[config.mk]
export PLATFORM = sky130hd
export DESIGN_NAME = dti_msg_splitter_flat
export DESIGN_NICKNAME = d
export VERILOG_FILES = /design/src/rtl/dti_msg_splitter_if.sv /design/src/rtl/dti_msg_splitter.sv /design/src/flat_wrapper.sv
export SDC_FILE = /design/constraint.sdc
export NUM_CORES = 1
export LEC_CHECK = 0
export CORE_ASPECT_RATIO = 0.7
export CORE_MARGIN = 2
export CORE_UTILIZATION = 40
export DETAILED_ROUTE_END_ITERATION = 12
export PLACE_DENSITY = 0.68
export SETUP_SLACK_MARGIN = 0.15
export SLEW_MARGIN = 20
export SYNTH_ARGS = -nofsm -noshare
export SYNTH_HDL_FRONTEND = slang
export SYNTH_SLANG_ARGS = --single-unit
[constraint.sdc]
create_clock -name clk -period 6.8 [get_ports clk]
set_input_delay 1.36 -clock clk [delete_from_list [all_inputs] [get_ports clk]]
set_output_delay 1.36 -clock clk [all_outputs]
set_load 0.005 [all_outputs]
[src/rtl/dti_msg_splitter_if.sv]
// Stream bundle between the DTI AXIS ingress and the custom link.
// slave: splitter view; master: driver/sink view.
interface dti_msg_splitter_if #(
  parameter int TBU_NUM_WIDTH = 6,
  parameter int IN_WIDTH      = 160,
  parameter int OUT_WIDTH     = 80
);
  logic                     s_tvalid;
  logic                     s_tready;
  logic [IN_WIDTH-1:0]      s_tdata;
  logic [IN_WIDTH/8-1:0]    s_tkeep;
  logic [TBU_NUM_WIDTH-1:0] s_tid;
  logic                     m_valid;
  logic                     m_ready;
  logic [OUT_WIDTH-1:0]     m_data;
  logic [OUT_WIDTH/8-1:0]   m_keep;
  logic [TBU_NUM_WIDTH-1:0] m_tid;
  logic                     m_last;

  modport slave (
    input  s_tvalid, s_tdata, s_tkeep, s_tid, m_ready,
    output s_tready, m_valid, m_data, m_keep, m_tid, m_last
  );

  modport master (
    output s_tvalid, s_tdata, s_tkeep, s_tid, m_ready,
    input  s_tready, m_valid, m_data, m_keep, m_tid, m_last
  );
endinterface

[src/rtl/dti_msg_splitter.sv]
// DTI message splitter: one message in, one or two beats out, per-TBU state.
// Optional drop counter enabled by DTI_SPLIT_DROP_CNT_EN.
module dti_msg_splitter #(
  parameter int TBU_NUM       = 2,
  parameter int TBU_NUM_WIDTH = 6,
  parameter int IN_WIDTH      = 160,
  parameter int OUT_WIDTH     = 80
) (
  input  logic                   clk,
  input  logic                   rst_n,
  dti_msg_splitter_if.slave      bus,
  output logic [2*TBU_NUM-1:0]   entry_state
`ifdef DTI_SPLIT_DROP_CNT_EN
  ,
  output logic [15:0]            drop_cnt
`endif
);

  localparam int TW  = TBU_NUM_WIDTH;
  localparam int IKW = IN_WIDTH / 8;
  localparam int OKW = OUT_WIDTH / 8;
  localparam logic [3:0] CONDIS_REQ = 4'h0;

  typedef enum logic [1:0] {
    IDLE         = 2'b00,
    CONNECTED    = 2'b01,
    TRANSACTION  = 2'b10,
    DISCONNECTED = 2'b11
  } entry_state_t;

  entry_state_t ent_q [TBU_NUM];
  entry_state_t ent_d [TBU_NUM];
  entry_state_t cur;
  entry_state_t nxt;

  logic                 m_valid_q;
  logic [OUT_WIDTH-1:0] m_data_q;
  logic [OKW-1:0]       m_keep_q;
  logic [TW-1:0]        m_tid_q;
  logic                 m_last_q;
  logic [OUT_WIDTH-1:0] hi_data_q;
  logic [OKW-1:0]       hi_keep_q;

  logic rel, adv, rdy, acc;
  logic is_condis, is_con;
  logic in_range, drop, load;

  assign bus.s_tready = rdy;
  assign bus.m_valid  = m_valid_q;
  assign bus.m_data   = m_data_q;
  assign bus.m_keep   = m_keep_q;
  assign bus.m_tid    = m_tid_q;
  assign bus.m_last   = m_last_q;

  // Handshakes, release-then-accept state resolution and drop decision
  always_comb begin
    rel       = m_valid_q && bus.m_ready && m_last_q;
    adv       = m_valid_q && bus.m_ready && !m_last_q;
    rdy       = !m_valid_q || rel;
    acc       = bus.s_tvalid && rdy;
    is_condis = bus.s_tdata[3:0] == CONDIS_REQ;
    is_con    = is_condis && bus.s_tdata[4];
    in_range  = 1'b0;
    cur       = IDLE;
    for (int i = 0; i < TBU_NUM; i++) begin
      ent_d[i] = ent_q[i];
      if (rel && m_tid_q == TW'(i)) begin
        if (ent_q[i] == TRANSACTION)
          ent_d[i] = CONNECTED;
        else if (ent_q[i] == DISCONNECTED)
          ent_d[i] = IDLE;
      end
    end
    for (int i = 0; i < TBU_NUM; i++) begin
      if (bus.s_tid == TW'(i)) begin
        in_range = 1'b1;
        cur      = ent_d[i];
      end
    end
    drop = !in_range || (bus.s_tkeep == '0) ||
           (cur == IDLE && !is_con);
    load = acc && !drop;
    if (is_con)
      nxt = CONNECTED;
    else if (is_condis)
      nxt = DISCONNECTED;
    else
      nxt = TRANSACTION;
    for (int i = 0; i < TBU_NUM; i++) begin
      if (load && bus.s_tid == TW'(i))
        ent_d[i] = nxt;
    end
  end

  // Per-TBU connection entries
  always_ff @(posedge clk or negedge rst_n) begin
    if (!rst_n) begin
      for (int i = 0; i < TBU_NUM; i++)
        ent_q[i] <= IDLE;
    end else begin
      for (int i = 0; i < TBU_NUM; i++)
        ent_q[i] <= ent_d[i];
    end
  end

  // Message buffer: low half presented first, high half parked
  always_ff @(posedge clk or negedge rst_n) begin
    if (!rst_n) begin
      m_valid_q <= 1'b0;
      m_data_q  <= '0;
      m_keep_q  <= '0;
      m_tid_q   <= '0;
      m_last_q  <= 1'b0;
      hi_data_q <= '0;
      hi_keep_q <= '0;
    end else if (load) begin
      m_valid_q <= 1'b1;
      m_data_q  <= bus.s_tdata[OUT_WIDTH-1:0];
      m_keep_q  <= bus.s_tkeep[OKW-1:0];
      m_tid_q   <= bus.s_tid;
      m_last_q  <= ~|bus.s_tkeep[IKW-1:OKW];
      hi_data_q <= bus.s_tdata[IN_WIDTH-1:OUT_WIDTH];
      hi_keep_q <= bus.s_tkeep[IKW-1:OKW];
    end else if (adv) begin
      m_data_q  <= hi_data_q;
      m_keep_q  <= hi_keep_q;
      m_last_q  <= 1'b1;
    end else if (rel) begin
      m_valid_q <= 1'b0;
      m_last_q  <= 1'b0;
    end
  end

  // Flatten entries onto the status port
  always_comb begin
    entry_state = '0;
    for (int i = 0; i < TBU_NUM; i++)
      entry_state[2*i +: 2] = ent_q[i];
  end

`ifdef DTI_SPLIT_DROP_CNT_EN
  logic [15:0] drop_cnt_q;
  assign drop_cnt = drop_cnt_q;

  // Saturating count of consumed-but-dropped messages
  always_ff @(posedge clk or negedge rst_n) begin
    if (!rst_n)
      drop_cnt_q <= '0;
    else if (acc && drop && drop_cnt_q != 16'hFFFF)
      drop_cnt_q <= drop_cnt_q + 16'd1;
  end
`endif

endmodule

[src/flat_wrapper.sv]
// flat-port wrapper written by rule: the top's interface ports become plain ports
module dti_msg_splitter_flat 
#(
  parameter int TBU_NUM       = 2,
  parameter int TBU_NUM_WIDTH = 6,
  parameter int IN_WIDTH      = 160,
  parameter int OUT_WIDTH     = 80
)
  (clk, rst_n, entry_state, bus_s_tvalid, bus_s_tdata, bus_s_tkeep, bus_s_tid, bus_m_ready, bus_s_tready, bus_m_valid, bus_m_data, bus_m_keep, bus_m_tid, bus_m_last);
  dti_msg_splitter_if #(.TBU_NUM_WIDTH(TBU_NUM_WIDTH), .IN_WIDTH(IN_WIDTH), .OUT_WIDTH(OUT_WIDTH)) bus_i ();
  input  logic clk;
  input  logic rst_n;
  output logic [2*TBU_NUM-1:0] entry_state;
  input wire logic [$bits(bus_i.s_tvalid)-1:0] bus_s_tvalid;
  input wire logic [$bits(bus_i.s_tdata)-1:0] bus_s_tdata;
  input wire logic [$bits(bus_i.s_tkeep)-1:0] bus_s_tkeep;
  input wire logic [$bits(bus_i.s_tid)-1:0] bus_s_tid;
  input wire logic [$bits(bus_i.m_ready)-1:0] bus_m_ready;
  output wire logic [$bits(bus_i.s_tready)-1:0] bus_s_tready;
  output wire logic [$bits(bus_i.m_valid)-1:0] bus_m_valid;
  output wire logic [$bits(bus_i.m_data)-1:0] bus_m_data;
  output wire logic [$bits(bus_i.m_keep)-1:0] bus_m_keep;
  output wire logic [$bits(bus_i.m_tid)-1:0] bus_m_tid;
  output wire logic [$bits(bus_i.m_last)-1:0] bus_m_last;
  assign bus_i.s_tvalid = bus_s_tvalid;
  assign bus_i.s_tdata = bus_s_tdata;
  assign bus_i.s_tkeep = bus_s_tkeep;
  assign bus_i.s_tid = bus_s_tid;
  assign bus_i.m_ready = bus_m_ready;
  assign bus_s_tready = bus_i.s_tready;
  assign bus_m_valid = bus_i.m_valid;
  assign bus_m_data = bus_i.m_data;
  assign bus_m_keep = bus_i.m_keep;
  assign bus_m_tid = bus_i.m_tid;
  assign bus_m_last = bus_i.m_last;
  dti_msg_splitter #(.TBU_NUM(TBU_NUM), .TBU_NUM_WIDTH(TBU_NUM_WIDTH), .IN_WIDTH(IN_WIDTH), .OUT_WIDTH(OUT_WIDTH)) u_core (.clk(clk), .rst_n(rst_n), .bus(bus_i), .entry_state(entry_state));
endmodule
After elaboration in Yosys (flattened, before gate mapping)
Index checks and enable logic that the tools add are counted.
{ "word_totals": {"elab_cells": 69, "inputBits": 190, "reg_bits": 192} }
{ "op_classes": {"n_reduce_logical": 30, "n_mux": 23, "n_eq_ne": 7} }
{ "op_table": {"columns": ["cell", "count"], "rows": [
  ["$mux 80", 2],
  ["$mux 2", 11],
  ["$logic_not 20->1", 1],
  ["$mux 10", 2],
  ["$eq 6x1->1 const B", 2],
  ["$logic_not 6->1", 2],
  ["$logic_and 1x1->1", 11],
  ["$reduce_or 10->1", 1],
  ["$eq 2x2->1 const B", 4],
  ["$mux 1", 8],
  ["$logic_not 1->1", 6],
  ["$logic_not 4->1", 1],
  ["$reduce_bool 2->1", 2],
  ["$logic_or 1x1->1", 3],
  ["$reduce_bool 3->1", 1],
  ["$logic_not 2->1", 1],
  ["$ne 2x2->1 const B", 1],
  ["$reduce_and 2->1", 1]
]} }

Logic depth before layout (Yosys ltp)
{ "logic_depth": {"depth_word": 13, "ltp_mapped": 9} }

Worst setup path before layout
No wires, ideal clock.
{ "synth_path": {"path_type": "input port to flip-flop", "from": "input port bus_s_tkeep[15]", "to": "register u_core.m_keep_q[8], in the netlist u_core.bus.m_keep[8]", "arrival_time_ns": 3.257, "setup_ns": 0.125, "path_stages": 7, "path_slack_ns": 3.419, "required_ns": 6.675, "path_buffers": 2, "path_cell_list": "or4_1 nor4_1 a21oi_1 o31ai_4 buf_4 buf_6 mux2_2"} }
{ "synth_via": {"elab_chain_cells": 6, "word_cells_on_any_way": 7} }
{ "synth_rtl": {"columns": ["element", "line_no", "rtl"], "rows": [
  ["from (decl)", "flat_wrapper.sv:16", "input wire logic [$bits(bus_i.s_tkeep)-1:0] bus_s_tkeep;"],
  ["$logic_not 20->1 (*)", "dti_msg_splitter.sv:80", "drop = !in_range || (bus.s_tkeep == '0) ||"],
  ["$logic_or 1x1->1 (*) (2 in series)", "dti_msg_splitter.sv:80", null],
  ["$logic_not 1->1 (*)", "dti_msg_splitter.sv:82", "load = acc && !drop;"],
  ["$logic_and 1x1->1 (*)", "dti_msg_splitter.sv:82", null],
  ["$mux 10 or $reduce_bool 2->1 (tied branches)", null, null],
  ["to (signal assigned)", "dti_msg_splitter.sv:119", "m_keep_q <= bus.s_tkeep[OKW-1:0];"],
  ["to (signal assigned)", "dti_msg_splitter.sv:126", "m_keep_q <= hi_keep_q;"],
  ["to (decl)", "dti_msg_splitter.sv:38", "logic [OKW-1:0] m_keep_q;"]
]} }
Mark *: on every way between the ends. The rest lies on a longest branch, timed or not.
A chain may end at the register's enable or synchronous reset.

Final worst setup path
{ "layout_path": {"from": "input port bus_s_tkeep[15]", "to": "register u_core.hi_data_q[66]"} }
{ "layout_via": {"elab_chain_cells": 5} }
{ "layout_rtl": {"columns": ["element", "line_no", "rtl"], "rows": [
  ["$logic_not 20->1", "dti_msg_splitter.sv:80", null],
  ["$logic_or 1x1->1 (2 in series)", "dti_msg_splitter.sv:80", null],
  ["$logic_not 1->1", "dti_msg_splitter.sv:82", null],
  ["$logic_and 1x1->1", "dti_msg_splitter.sv:82", null],
  ["to (signal assigned)", "dti_msg_splitter.sv:122", "hi_data_q <= bus.s_tdata[IN_WIDTH-1:OUT_WIDTH];"],
  ["to (decl)", "dti_msg_splitter.sv:41", "logic [OUT_WIDTH-1:0] hi_data_q;"]
]} }
Every way passes these cells.

==> metrics.cfg <==
[synth]
synth.area.mux_share=0.360
syn_nets=750
synth_async_sr_flop_share=1.00
yosysWarnings=0
post_synth_xor_area_fraction=0
synth_compound_gate_area_share=0.0150
yosysSeqAreaShare=0.565
yosys.area_share.simple=0.0294
ys.flop_type=sky130_fd_sc_hd__dfrtp_1
synth-edff-count=0
yosys.area_share.adder=0.00441
mappedNetlistArea_um2=8500
synth_top_family_by_area=multiplexers
postSynthRegisterBits=192
post_synth_num_cell_types=39
mapped_avg_cell_area_um2=15.3
netlist_instances=557

[critical_path]
setup.reg_to_reg.worst_slack_ns=3.68
required_ns=7.12
timing.critical_path.from_type=input port
timing.critical_path.arrival_ns=4.61
critical_path_class=in2reg
setup.worst_path.end_class=register
timing.critical_path.cells=clkdlybuf4s50_1 > or4_1 > nor4_1 > a21oi_1 > o31ai_4 > buf_4 > mux2_2
slowest_stage=sky130_fd_sc_hd__buf_4
timing.critical_path.slowest_cell_delay_ns=0.82
cp_max_fo=79
path_delay_family=buffers and inverters
critical_path.n_buffers_inverters=2

[floorplanning]
initial_core_util=0.409
coreArea_um2=20800
floorplan.die_area_um2=22500
vertical_die_dimension_um=126
core.rowCount=44
dieWidth_um=178
boundaryPins=293

[final_layout]
finish.cell_count_without_fillers=1130
layout-drive-gt1-share=0.237
fill_cells=1627
seqCellArea_um2=4800
area.growth.synth_to_final_pct=43.3
nets=1035
multi_input_area_um2=3480
post-route-util=0.585
antenna-diode-count=0

[global_routing]
track_usage=0.191
first_pass_grt_wire_length_mm=33.1
grt_antenna_before_repair=0
globalRouteOverflowTotal=0
vias_in_the_first_global_route=6323
grt_start_max_net_pins=129

[detailed_routing]
wl_per_cell_um=18.4
drt-vias-per-instance=5.00
dr_total_vias=5648
firstDrtPassIters=4
antenna_left=0
post-route-drc-count=0
drt_first_iter_violations=205
drt-total-wl_mm=20.8

[clocking]
cts_tree=yes
post-cts-setup-buffers=0
numCtsBuffers=17
post_cts.resized_instances=0
h-tree-depth=4
cts.path.max_buffers=2
cts_hold_repair.buffers=0
worstSkewPairLatency_ns=0.44
cts_num_sinks=192
worst_setup_hold_path_clk_slew_ns=0.07
clk_root_buffer_cell=sky130_fd_sc_hd__clkbuf_16

[power_and_ir_drop]
power_mw=4.00
net_sw_power_mw=1.06
p_leak_nw=5.52
power_density_over_the_cells_nw_per_um2=328
power.share.switching=0.264
flop_pwr_share=0.431
vdd_drop_max_v=0.000165
power.share.clock=0.247
comb_pwr_share=0.322
p_int_mw=2.94

[sta]
fmaxAchievable_ghz=0.233
report.final.slew_viol_count=0
min_period_ns=4.29
report.final.hold_viol_count=0
post-route-period-util=0.631
clock_skew_ns=0.0128
worst-slew-pin-transition_ns=1.00
grt_setup_unrepaired=false
fin_ws_ns=2.51
setup_viol=0
timing.slew.headroom=0.332
setup_total_negative_slack_ns=0

[flow_run]
maxCapViolCount=0

[place]
post-place-ws_ns=2.11
dp_cells=1099
dp.final_hpwl_mm=15.0
io_buffers=292
final_weighted_congestion_in_routability_driven_placement=0.782

[min_path]
hold_path_class=reg2reg

[outcome]
run_status=completed

cell usage in the layout (no fill, tap or decap), types with 2 or more instances in the layout:
master,n
sky130_fd_sc_hd__nor3_1,2
sky130_fd_sc_hd__or4_1,5
sky130_fd_sc_hd__clkinvlp_4,3
sky130_fd_sc_hd__nand4b_1,2
sky130_fd_sc_hd__inv_1,2
sky130_fd_sc_hd__inv_6,3
sky130_fd_sc_hd__nor4_1,5
sky130_fd_sc_hd__nand2_1,9
sky130_fd_sc_hd__mux2_2,162
sky130_fd_sc_hd__and2_1,6
sky130_fd_sc_hd__clkinv_4,2
sky130_fd_sc_hd__a21oi_1,2
sky130_fd_sc_hd__clkbuf_16,17
sky130_fd_sc_hd__dfrtp_1,192
sky130_fd_sc_hd__nor2_1,4
sky130_fd_sc_hd__clkdlybuf4s50_1,291
sky130_fd_sc_hd__inv_8,3
sky130_fd_sc_hd__buf_4,3
sky130_fd_sc_hd__o31ai_1,2
sky130_fd_sc_hd__mux2_1,109
sky130_fd_sc_hd__ha_1,3
cell families (layout without fill, tap and decap cells):
group / Yosys count / count (layout)
AND/OR/NAND/NOR: 43 / 43
AO/OA/AOI/OAI: 15 / 15
flip-flops: 192 / 192
adder cells (fa/ha/maj): 3 / 3
buffers and inverters: 32 / 329
multiplexers: 272 / 272
cell usage after synthesis (2+ instances only):
library cell	instances	share of area
sky130_fd_sc_hd__or4_1	5	0.0044
sky130_fd_sc_hd__o31ai_1	2	0.0018
sky130_fd_sc_hd__buf_4	3	0.0026
sky130_fd_sc_hd__mux2_1	109	0.14
sky130_fd_sc_hd__nand2_1	9	0.0040
sky130_fd_sc_hd__ha_1	3	0.0044
sky130_fd_sc_hd__clkbuf_1	10	0.0044
sky130_fd_sc_hd__buf_6	11	0.015
sky130_fd_sc_hd__buf_2	6	0.0035
sky130_fd_sc_hd__dfrtp_1	192	0.57
sky130_fd_sc_hd__nand4b_1	2	0.0021
sky130_fd_sc_hd__nor4_1	5	0.0037
sky130_fd_sc_hd__a21oi_1	2	0.0012
sky130_fd_sc_hd__and2_1	6	0.0044
sky130_fd_sc_hd__or2_2	2	0.0015
sky130_fd_sc_hd__nor3_1	2	0.0012
sky130_fd_sc_hd__inv_1	2	0.00088
sky130_fd_sc_hd__mux2_2	162	0.21
sky130_fd_sc_hd__nor2_1	4	0.0018
cell type report:
cell class / count / area share
Inverter: 2 / 0.000616
Clock inverter: 14 / 0.0124
Sequential cell: 192 / 0.394
Timing Repair Buffer: 296 / 0.244
Clock buffer: 17 / 0.0349
Tap cell: 276 / 0.0283
Multi-Input combinational cell: 333 / 0.286
registers in the layout, indices dropped and copies added, names as in the netlist:
register / flops
u_core.bus.m_valid: 1
u_core.bus.m_last: 1
u_core.bus.m_data: 80
u_core.bus.m_tid: 6
u_core.hi_keep_q: 10
u_core.entry_state: 4
u_core.bus.m_keep: 10
u_core.hi_data_q: 80
metrics by stage:
step / hold WS (ns) / instance area [um^2]
floorplan: 0.460 / 8500
global placement: 0.469 / 11600
detailed placement: 0.477 / 11600
CTS: 0.493 / 12200
global route: 0.516 / 12200
finish: 0.491 / 12200
per-layer routing:
metal  part of all wire  wire, um  GRT usage
met4              0.028       583     0.0703
met5                  0         0          0
met3              0.077      1610     0.0661
met1               0.43      8930      0.235
met2               0.47      9690      0.311
path summary, 6_finish.rpt:
| check | startpoint | end | depth (start not counted) |
|---|---|---|---|
| min in group asynchronous | rst_n | u_core.hi_data_q[73] | 1 |
| min reg2reg | u_core.hi_data_q[24] | u_core.hi_data_q[24] | 1 |
| max | bus_s_tkeep[15] | u_core.hi_data_q[66] | 7 |
| min | u_core.hi_data_q[24] | u_core.hi_data_q[24] | 1 |
| max reg2reg | u_core.bus.m_tid[3] | u_core.hi_data_q[66] | 6 |
| max in group asynchronous | rst_n | u_core.hi_data_q[79] | 2 |
power groups by stage:
stage	Combinational, mW	Sequential (mW)	Clock (mW)
floorplan	0.560	1.72	0
global placement	1.27	1.72	0
detailed placement	1.31	1.75	0
CTS	1.31	1.72	1.01
global route	1.41	1.78	1.07
finish	1.29	1.72	0.986
worst register-to-register path: cells and delay by family, from the launching register on:
| family | cells | cell delay, ns |
|---|---|---|
| simple gates | 2 | 0.85 |
| buf+inv | 1 | 0.82 |
| mux | 1 | 0.47 |
| compound gates | 2 | 0.46 |
| flops | 1 | 0.41 |
No activity file was read; power rests on OpenSTA's default activity.
